## src/rtl/alarm_controller_if.sv

```systemverilog
// Signal bundle between the alarm-compare/front-panel side (master) and alarm_controller (slave).
interface alarm_controller_if #(
    parameter int SNOOZE_SEC = 300
);
    localparam int SLW = $clog2(SNOOZE_SEC + 1);

    // No valid/ready pairs here: activate_alarm/alarm_en are levels, sec_tick and the buttons
    // are one-cycle pulses consumed on the cycle they are high; outputs are registered levels.
    logic           activate_alarm;
    logic           alarm_en;
    logic           sec_tick;
    logic           snooze_btn;
    logic           stop_btn;
    logic           buzzer;
    logic           ringing;
    logic           snoozing;
    logic [SLW-1:0] snooze_left;
    logic [1:0]     state_dbg;

    modport master (
        output activate_alarm, alarm_en, sec_tick, snooze_btn, stop_btn,
        input  buzzer, ringing, snoozing, snooze_left, state_dbg
    );

    modport slave (
        input  activate_alarm, alarm_en, sec_tick, snooze_btn, stop_btn,
        output buzzer, ringing, snoozing, snooze_left, state_dbg
    );
endinterface

```

## src/rtl/alarm_controller.sv

```systemverilog
// Alarm event manager: ring / snooze / stop / auto-timeout with a square-wave buzzer.
// Optional SNOOZE_LIMIT_EN caps the number of snoozes per alarm at MAX_SNOOZE.
module alarm_controller #(
    parameter int SNOOZE_SEC       = 300,
    parameter int RING_TIMEOUT_SEC = 60,
    parameter int BEEP_CYCLES      = 25_000_000,
    parameter int MAX_SNOOZE       = 3
) (
    input  logic               clk,
    input  logic               reset,
    alarm_controller_if.slave  bus
);
    localparam int SLW = $clog2(SNOOZE_SEC + 1);
    localparam int RTW = $clog2(RING_TIMEOUT_SEC + 1);
    localparam int BCW = $clog2(BEEP_CYCLES + 1);

    localparam logic [SLW-1:0] SNOOZE_LOAD = SLW'(SNOOZE_SEC);
    localparam logic [RTW-1:0] RING_LAST   = RTW'(RING_TIMEOUT_SEC - 1);
    localparam logic [BCW-1:0] BEEP_LAST   = BCW'(BEEP_CYCLES - 1);

    typedef enum logic [1:0] {
        S_IDLE    = 2'd0,
        S_RINGING = 2'd1,
        S_SNOOZE  = 2'd2
    } state_t;

    state_t         state_q, state_d;
    logic           act_q, act_d;
    logic [RTW-1:0] ring_timer_q, ring_timer_d;
    logic [BCW-1:0] beep_cnt_q, beep_cnt_d;
    logic [SLW-1:0] snooze_left_q, snooze_left_d;
    logic           buzzer_q, buzzer_d;
    logic           ringing_q, ringing_d;
    logic           snoozing_q, snoozing_d;
    logic           trig;
    logic           snooze_ok;
    logic           enter_idle;

`ifdef SNOOZE_LIMIT_EN
    localparam int SCW = $clog2(MAX_SNOOZE + 1);
    localparam logic [SCW-1:0] SNZ_MAX = SCW'(MAX_SNOOZE);

    logic [SCW-1:0] snz_cnt_q, snz_cnt_d;

    assign snooze_ok = bus.snooze_btn && (snz_cnt_q != SNZ_MAX);

    always_ff @(posedge clk or posedge reset) begin
        if (reset) begin
            snz_cnt_q <= '0;
        end else begin
            snz_cnt_q <= snz_cnt_d;
        end
    end

    always_comb begin
        snz_cnt_d = snz_cnt_q;
        if (enter_idle || state_q == S_IDLE) begin
            snz_cnt_d = '0;
        end else if (state_q == S_RINGING && state_d == S_SNOOZE) begin
            snz_cnt_d = snz_cnt_q + SCW'(1);
        end
    end
`else
    assign snooze_ok = bus.snooze_btn;
`endif

    // act_q resets high so a match already present when reset releases is not an edge.
    assign trig  = bus.activate_alarm & ~act_q;
    assign act_d = bus.activate_alarm;

    always_ff @(posedge clk or posedge reset) begin
        if (reset) begin
            state_q       <= S_IDLE;
            act_q         <= 1'b1;
            ring_timer_q  <= '0;
            beep_cnt_q    <= '0;
            snooze_left_q <= '0;
            buzzer_q      <= 1'b0;
            ringing_q     <= 1'b0;
            snoozing_q    <= 1'b0;
        end else begin
            state_q       <= state_d;
            act_q         <= act_d;
            ring_timer_q  <= ring_timer_d;
            beep_cnt_q    <= beep_cnt_d;
            snooze_left_q <= snooze_left_d;
            buzzer_q      <= buzzer_d;
            ringing_q     <= ringing_d;
            snoozing_q    <= snoozing_d;
        end
    end

    always_comb begin
        state_d       = state_q;
        ring_timer_d  = ring_timer_q;
        beep_cnt_d    = beep_cnt_q;
        snooze_left_d = snooze_left_q;
        buzzer_d      = buzzer_q;
        enter_idle    = 1'b0;

        unique case (state_q)
            S_IDLE: begin
                ring_timer_d  = '0;
                beep_cnt_d    = '0;
                snooze_left_d = '0;
                buzzer_d      = 1'b0;
                if (trig && bus.alarm_en) begin
                    state_d  = S_RINGING;
                    buzzer_d = 1'b1;
                end
            end

            S_RINGING: begin
                if (!bus.alarm_en || bus.stop_btn) begin
                    enter_idle = 1'b1;
                end else if (snooze_ok) begin
                    // A tick coinciding with the snooze press is deliberately dropped.
                    state_d       = S_SNOOZE;
                    snooze_left_d = SNOOZE_LOAD;
                    beep_cnt_d    = '0;
                    buzzer_d      = 1'b0;
                end else begin
                    if (beep_cnt_q == BEEP_LAST) begin
                        beep_cnt_d = '0;
                        buzzer_d   = ~buzzer_q;
                    end else begin
                        beep_cnt_d = beep_cnt_q + BCW'(1);
                    end
                    if (bus.sec_tick) begin
                        if (ring_timer_q == RING_LAST) begin
                            enter_idle = 1'b1;
                        end else begin
                            ring_timer_d = ring_timer_q + RTW'(1);
                        end
                    end
                end
            end

            S_SNOOZE: begin
                if (!bus.alarm_en || bus.stop_btn) begin
                    enter_idle = 1'b1;
                end else if (bus.sec_tick) begin
                    if (snooze_left_q == SLW'(1)) begin
                        state_d       = S_RINGING;
                        snooze_left_d = '0;
                        ring_timer_d  = '0;
                        beep_cnt_d    = '0;
                        buzzer_d      = 1'b1;
                    end else begin
                        snooze_left_d = snooze_left_q - SLW'(1);
                    end
                end
            end

            default: begin
                enter_idle = 1'b1;
            end
        endcase

        if (enter_idle) begin
            state_d       = S_IDLE;
            ring_timer_d  = '0;
            beep_cnt_d    = '0;
            snooze_left_d = '0;
            buzzer_d      = 1'b0;
        end
    end

    assign ringing_d  = (state_d == S_RINGING);
    assign snoozing_d = (state_d == S_SNOOZE);

    assign bus.buzzer      = buzzer_q;
    assign bus.ringing     = ringing_q;
    assign bus.snoozing    = snoozing_q;
    assign bus.snooze_left = snooze_left_q;
    assign bus.state_dbg   = state_q;
endmodule

```

## src/flat_wrapper.sv

```systemverilog
// flat-port wrapper written by rule: the top's interface ports become plain ports
module alarm_controller_flat 
#(
    parameter int SNOOZE_SEC       = 300,
    parameter int RING_TIMEOUT_SEC = 60,
    parameter int BEEP_CYCLES      = 25_000_000,
    parameter int MAX_SNOOZE       = 3
)
  (clk, reset, bus_activate_alarm, bus_alarm_en, bus_sec_tick, bus_snooze_btn, bus_stop_btn, bus_buzzer, bus_ringing, bus_snoozing, bus_snooze_left, bus_state_dbg);
  alarm_controller_if #(.SNOOZE_SEC(SNOOZE_SEC)) bus_i ();
  input  logic clk;
  input  logic reset;
  input wire logic [$bits(bus_i.activate_alarm)-1:0] bus_activate_alarm;
  input wire logic [$bits(bus_i.alarm_en)-1:0] bus_alarm_en;
  input wire logic [$bits(bus_i.sec_tick)-1:0] bus_sec_tick;
  input wire logic [$bits(bus_i.snooze_btn)-1:0] bus_snooze_btn;
  input wire logic [$bits(bus_i.stop_btn)-1:0] bus_stop_btn;
  output wire logic [$bits(bus_i.buzzer)-1:0] bus_buzzer;
  output wire logic [$bits(bus_i.ringing)-1:0] bus_ringing;
  output wire logic [$bits(bus_i.snoozing)-1:0] bus_snoozing;
  output wire logic [$bits(bus_i.snooze_left)-1:0] bus_snooze_left;
  output wire logic [$bits(bus_i.state_dbg)-1:0] bus_state_dbg;
  assign bus_i.activate_alarm = bus_activate_alarm;
  assign bus_i.alarm_en = bus_alarm_en;
  assign bus_i.sec_tick = bus_sec_tick;
  assign bus_i.snooze_btn = bus_snooze_btn;
  assign bus_i.stop_btn = bus_stop_btn;
  assign bus_buzzer = bus_i.buzzer;
  assign bus_ringing = bus_i.ringing;
  assign bus_snoozing = bus_i.snoozing;
  assign bus_snooze_left = bus_i.snooze_left;
  assign bus_state_dbg = bus_i.state_dbg;
  alarm_controller #(.SNOOZE_SEC(SNOOZE_SEC), .RING_TIMEOUT_SEC(RING_TIMEOUT_SEC), .BEEP_CYCLES(BEEP_CYCLES), .MAX_SNOOZE(MAX_SNOOZE)) u_core (.clk(clk), .reset(reset), .bus(bus_i));
endmodule
```

## config.mk

```make
export PLATFORM = sky130hd
export DESIGN_NAME = alarm_controller_flat
export DESIGN_NICKNAME = d
export VERILOG_FILES = /design/src/rtl/alarm_controller_if.sv /design/src/rtl/alarm_controller.sv /design/src/flat_wrapper.sv
export SDC_FILE = /design/constraint.sdc
export NUM_CORES = 1
export LEC_CHECK = 0
export BUFFER_PORTS_ARGS = -buffer_cell sky130_fd_sc_hd__buf_4
export CAP_MARGIN = 40
export CORE_UTILIZATION = 35
export CTS_BUF_LIST = sky130_fd_sc_hd__clkbuf_8
export CTS_CLUSTER_DIAMETER = 200
export DETAILED_ROUTE_END_ITERATION = 7
export GPL_TIMING_DRIVEN = 0
export PLACE_DENSITY = 0.49
export SLEW_MARGIN = 15
export SYNTH_ARGS = -nofsm -noshare
export SYNTH_HDL_FRONTEND = slang
export SYNTH_SLANG_ARGS = --single-unit
```

## constraint.sdc

```tcl
create_clock -name clk -period 4.25 [get_ports clk]
set_input_delay 0.6375 -clock clk [delete_from_list [all_inputs] [get_ports clk]]
set_output_delay 0.6375 -clock clk [all_outputs]
set_load 0.01 [all_outputs]
```

==> impl_results.md, run 1 <==
* Tightest Pin Transition at 0.789 ns
* Syn nets at 337
* Most common cell after layout, fill and taps aside: dfrtp_1
* Total power at 0.00206 W
* Post-synth cell types at 44
* Post-CTS Setup Repair Bufs at 0
* Input/output buffers at 20
* First-pass GRT wire length at 13100 um
* Yosys warning count at 0
* Horiz. Die Dim at 91.3 um
* Fin crit share at 69.9%
* Iter 0 DRT Violations at 108
* Crit path required time at 4.47 ns
* Slew HR at 47.3%
* Antenna viol nets, final at 0
* Status: completed
* Number of gates resized after CTS at 0
* Routed WL per cell at 17.1 um
* GR Overflow Total at 0
* Multi-input logic area at 1540 sq um
* CTS Buf Count at 5
* Min Tclk post-route at 2.97 ns
* DR DRC count at 0
* Max_cap viols at 0
* Hold Buf Count CTS at 0
* Vias post-DR at 2640
* Core Box Area at 7730 sq um
* Final Net Count at 366
* RSZ-0062 raised after global routing: no
* All-Layer GR Usage at 19.8%
* Clock Latency Late Sink at 0.31 ns
* CTS tree: done
* Crit Path Class: reg2reg
* VDD IR max at 0.268 mV
* # IOs at 21
* Nature of the critical path startpoint: flip-flop
* Sequential area share after synthesis at 41.3%
* Die Y at 91.3 um
* R2R depth at 10
* Commonest cells after routing, fill and taps aside: dfrtp_1, a21oi_1, nand2_1
* Critical Path AT at 3.19 ns
* Ys async rst share at 100%
* Maximum clock path buffer count at 2
* Vias/cell at 5.81
* Mapped Area at 2790 sq um
* Largest net degree at the start of global routing at 25
* EDFF count, synth at 0
* Antenna diodes at 0
* Clock sinks at 46
* Synth Flop Type: dfrtp_1
* Site Rows at 32
* #FFs+latches synth at 46
* Share of layout cells above drive strength 1 at 11.1%
* Final setup vio count at 0
* Hold Path Class: in2async
* H-tree depth at 2
* Peak Freq at 0.337 GHz
* Antenna violations before repair at 0
* Critical path fanouts, max at 10
* DRT Wirelength at 7750 um
* Hold Vio Cnt, Final at 0
* Initial Util at 36.1%
* Sequential Area at 1150 sq um
* Cell count after synthesis at 322
* Pre-antenna DRT Iters at 5
* Placer congestion estimate at 0.815
* Fill count at 778
* Pins Over Slew Limit at 0
* Worst-path clk slew at 0.10 ns
* Vias in the first global route at 2531
* Crit end category: flip-flop
* Pleak at 1.24 nW
* Setup TNS at 0 ns
* Hpwl dp at 5490 um
* Skew final at 0.0164 ns
* Mapped Avg Cell Area at 8.67 sq um
* Full die area at 8340 sq um
* Pwr/cell area at 642 nW/um^2
* Root Driver: clkbuf_8
* Area grow syn2layout at 15.1%
[state kept, by name, indices dropped and copies added (netlist names)]
register	flops
u_core.bus.snooze_left	9
u_core.beep_cnt_q	25
u_core.bus.buzzer	1
u_core.bus.snoozing	1
u_core.act_q	1
u_core.bus.state_dbg	2
u_core.ring_timer_q	6
u_core.bus.ringing	1
[cell families after synthesis]
group / synth area share (%)
AND/OR/NAND/NOR: 28.9
AO/OA/AOI/OAI: 22.6
flip-flops: 41.3
buffers and inverters: 3.63
adder cells (fa/ha/maj): 3.58
[cells in the mapped netlist, types with 6 or more instances]
library cell,instances,area [sq um]
a21oi_1,29,145
a31oi_1,8,50.1
clkbuf_1,9,33.8
dfrtp_1,45,1130
ha_1,8,100
inv_1,14,52.6
nand2_1,26,97.6
nand3_1,23,115
nand4_1,9,56.3
nor2_1,20,75.1
nor4_1,6,37.5
o21ai_0,19,95.1
o31ai_1,16,120
or3_1,6,37.5
or4_1,25,188
[worst max-delay path, cell delays in order, from the launching register on]
cell and delay (ns):
dfrtp_1 0.40, inv_1 0.09, ha_1 0.21, clkbuf_1 0.22, or2_2 0.32, a21oi_1 0.47
o211a_1 0.25, buf_2 0.23, clkbuf_1 0.40, o21ai_0 0.16, a21oi_1 0.14
[worst paths after layout]
path                                               from                     end  slack [ns]
worst min-delay path                              reset   u_core.beep_cnt_q[10]        0.37
worst max-delay path            u_core.bus.state_dbg[1]   u_core.beep_cnt_q[11]        1.28
worst min register to register   u_core.ring_timer_q[0]  u_core.ring_timer_q[0]        0.53
worst max register to register  u_core.bus.state_dbg[1]   u_core.beep_cnt_q[11]        1.28
min in group clk                     bus_activate_alarm            u_core.act_q        0.44
max in group asynchronous                         reset            u_core.act_q        3.29
[per-stage QoR]
stage	hold slack [ns]	worst slack [ns]	instance area, sq um	utilization [%]	cells
6_report	0.374	1.28	3220	41.6	454
4_1_cts	0.383	1.24	3220	41.6	454
3_5_place_dp	0.510	1.27	3110	40.2	446
5_1_grt	0.407	0.947	3220	41.6	454
3_3_place_gp	0.509	1.25	3070	39.7	444
2_1_floorplan	0.475	1.80	2790	-	322
[area by class of cell]
type	instances	share of cell area (%)
timing repair buffer	22	5.64
multi-input combinational	250	48.0
clock inverter	3	1.25
buffer	12	1.52
tap	102	3.97
clock buffer	5	2.14
inverter	14	1.63
sequential	46	35.8
[per-layer routing]
metal,part of all wire (%),track usage (%),up-vias
met3,3.2,3.18,4
met2,48,33.6,56
li1,-,-,1305
met1,48,26.1,1275
met4,0.72,5.03,0
met5,0,0,-
[power breakdown]
group	switching (W)	internal, W	leakage (nW)
clock network	0.000160	0.000174	0.0579
registers	0.0000581	0.000491	0.636
logic	0.000831	0.000350	0.547
Note: power is estimated with default switching activity, not from simulation.
==> run 2, diff against run 1 <==
--- a/config.mk
+++ b/config.mk
@@ -12,7 +12,7 @@
 export CTS_CLUSTER_DIAMETER = 200
 export DETAILED_ROUTE_END_ITERATION = 7
 export GPL_TIMING_DRIVEN = 0
-export PLACE_DENSITY = 0.49
+export PLACE_DENSITY = 0.51
 export SLEW_MARGIN = 15
 export SYNTH_ARGS = -nofsm -noshare
 export SYNTH_HDL_FRONTEND = slang
==> constraint.sdc (replaced) <==
create_clock -name clk -period 2.7 [get_ports clk]
set_input_delay 0.405 -clock clk [delete_from_list [all_inputs] [get_ports clk]]
set_output_delay 0.405 -clock clk [all_outputs]
set_load 0.01 [all_outputs]
==> impl_results.md, run 2 (synthesized netlist as in run 1, its figures left out) <==
* Setup TNS at 0 ns
* Skew final at 0.00697 ns
* Reg2Reg Setup Slack at 0.17 ns
* Placer congestion estimate at 0.836
* Peak Freq at 0.396 GHz
* Largest Register: u_core.beep_cnt_q
* Vias post-DR at 2692
* Maximum clock path buffer count at 2
* Routed WL per cell at 16.6 um
* Max stage delay on crit path at 0.50 ns
* CTS Buf Count at 5
* DR DRC count at 0
* Vias/cell at 5.93
* Share of layout cells above drive strength 1 at 13.6%
* Hold Vio Cnt, Final at 0
* Status: completed
* WHS at 0.140 ns
* Most common cell after layout, fill and taps aside: dfrtp_1
* Iter 0 DRT Violations at 128
* Horiz. Die Dim at 91.3 um
* # IOs at 21
* Full die area at 8340 sq um
* Critical path fanouts, max at 10
* Met2 wire length at 3590 um
* CP delay by family, top: compound AO/OA/AOI/OAI gates
* Pre-antenna DRT Iters at 4
* DRT Wirelength at 7560 um
* Met3 WL at 331 um
* Tightest Pin Transition at 0.861 ns
* Core Box Area at 7730 sq um
* Max reg flops at 25
* Critical Path AT at 2.71 ns
* First-pass GRT wire length at 13000 um
* Root Driver: clkbuf_8
* M1 WL at 3530 um
* Crit Path Class: reg2reg
* Max_cap viols at 0
* Final Cell Area at 3230 sq um
* Fill count at 761
* Min Tclk post-route at 2.53 ns
* Site Rows at 32
* Clock Latency Late Sink at 0.30 ns
* Hold Path Class: in2async
* CTS tree: done
* Antenna viol nets, final at 0
* Pleak at 1.26 nW
* Crit end category: flip-flop
* Sequential Area at 1150 sq um
* Hold Buf Count CTS at 0
* Fin crit share at 93.6%
* Die Y at 91.3 um
* Worst-path clk slew at 0.09 ns
* Clock sinks at 46
* Antenna diodes at 0
* Initial Util at 36.1%
* Buf/Inv on CP at 1
* Slew HR at 42.5%
* Nature of the critical path startpoint: flip-flop
* Crit path required time at 2.88 ns
* CP max-delay cell: or4_1
* Pins Over Slew Limit at 0
* Area grow syn2layout at 15.7%
* Vias in the first global route at 2591
* H-tree depth at 2
* Multi-input logic area at 1580 sq um
* Critical-path cell list: or2_0 -> or4_1 -> o41a_1 -> o21ai_1 -> buf_2 -> a21oi_1
* Placed inst area at 3100 sq um
* GR Overflow Total at 0
* Final Net Count at 366
* Pwr/cell area at 997 nW/um^2
* Antenna violations before repair at 0
* Largest net degree at the start of global routing at 25
* All-Layer GR Usage at 19.4%
* Hpwl dp at 5370 um
* VDD IR max at 0.304 mV
* Input/output buffers at 20
* Final setup vio count at 0
* Commonest cells after routing, fill and taps aside: dfrtp_1, a21oi_1, nand2_1
* Top Layer Used: met4
[run 2: changes by cell type in the layout (fill, tap and decap cells not counted), sizes merged]
cell           change
inv                +3
clkbuf             -1
bufinv             -1
buf                +2
clkinv             -2
clkdlybuf4s15      -1
[run 2: layer usage]
metal	global-route usage, %	vias up
met1	25.6	1316
met5	0	-
met3	4.19	11
li1	-	1305
met2	32.4	60
met4	4.76	0
[run 2: path summary, 6_finish.rpt]
path,to,startpoint,depth (start not counted)
min reg2reg,u_core.ring_timer_q[0],u_core.ring_timer_q[0],1
max in group asynchronous,u_core.act_q,reset,3
min,u_core.ring_timer_q[1],reset,2
min in group clk,u_core.act_q,bus_activate_alarm,1
max,u_core.beep_cnt_q[17],u_core.beep_cnt_q[15],6
max reg2reg,u_core.beep_cnt_q[17],u_core.beep_cnt_q[15],6
[run 2: repair_timing]
action                                  CTS  global route
endpoints found under the setup margin   35            33
pin swaps                                 0             0
setup buffers                             0             0
gates resized for setup                   8            15
[run 2: final cells by class]
cell class | instances | share of cell area (%)
plain buffers | 12 | 1.97
clock buffers | 5 | 2.13
clock inverters | 3 | 0.348
inverters | 14 | 1.63
multi-input cells | 250 | 48.9
flip-flops and latches | 46 | 35.7
well taps | 102 | 3.95
repair buffers | 22 | 5.38
[run 2: power by group]
part	internal [W]	switching (W)
Clock	0.000174	0.000239
Sequential	0.000773	0.0000928
Combinational	0.000629	0.00131
[run 2: worst reg2reg max path, stage by stage (launching register included)]
cell and delay, ns:
dfrtp_1 0.48, or2_0 0.24, or4_1 0.50, o41a_1 0.45, o21ai_1 0.34, buf_2 0.33, a21oi_1 0.07
[run 2: stage by stage]
stage | setup slack [ns] | instances | util [%] | total power [W]
after floorplan | 0.248 | 322 | - | 0.00209
after global placement | -0.305 | 444 | 39.7 | 0.00272
after detailed placement | -0.331 | 446 | 40.1 | 0.00273
after CTS | 0.0204 | 454 | 41.4 | 0.00318
after global routing | -0.00828 | 454 | 41.8 | 0.00352
final | 0.174 | 454 | 41.8 | 0.00322
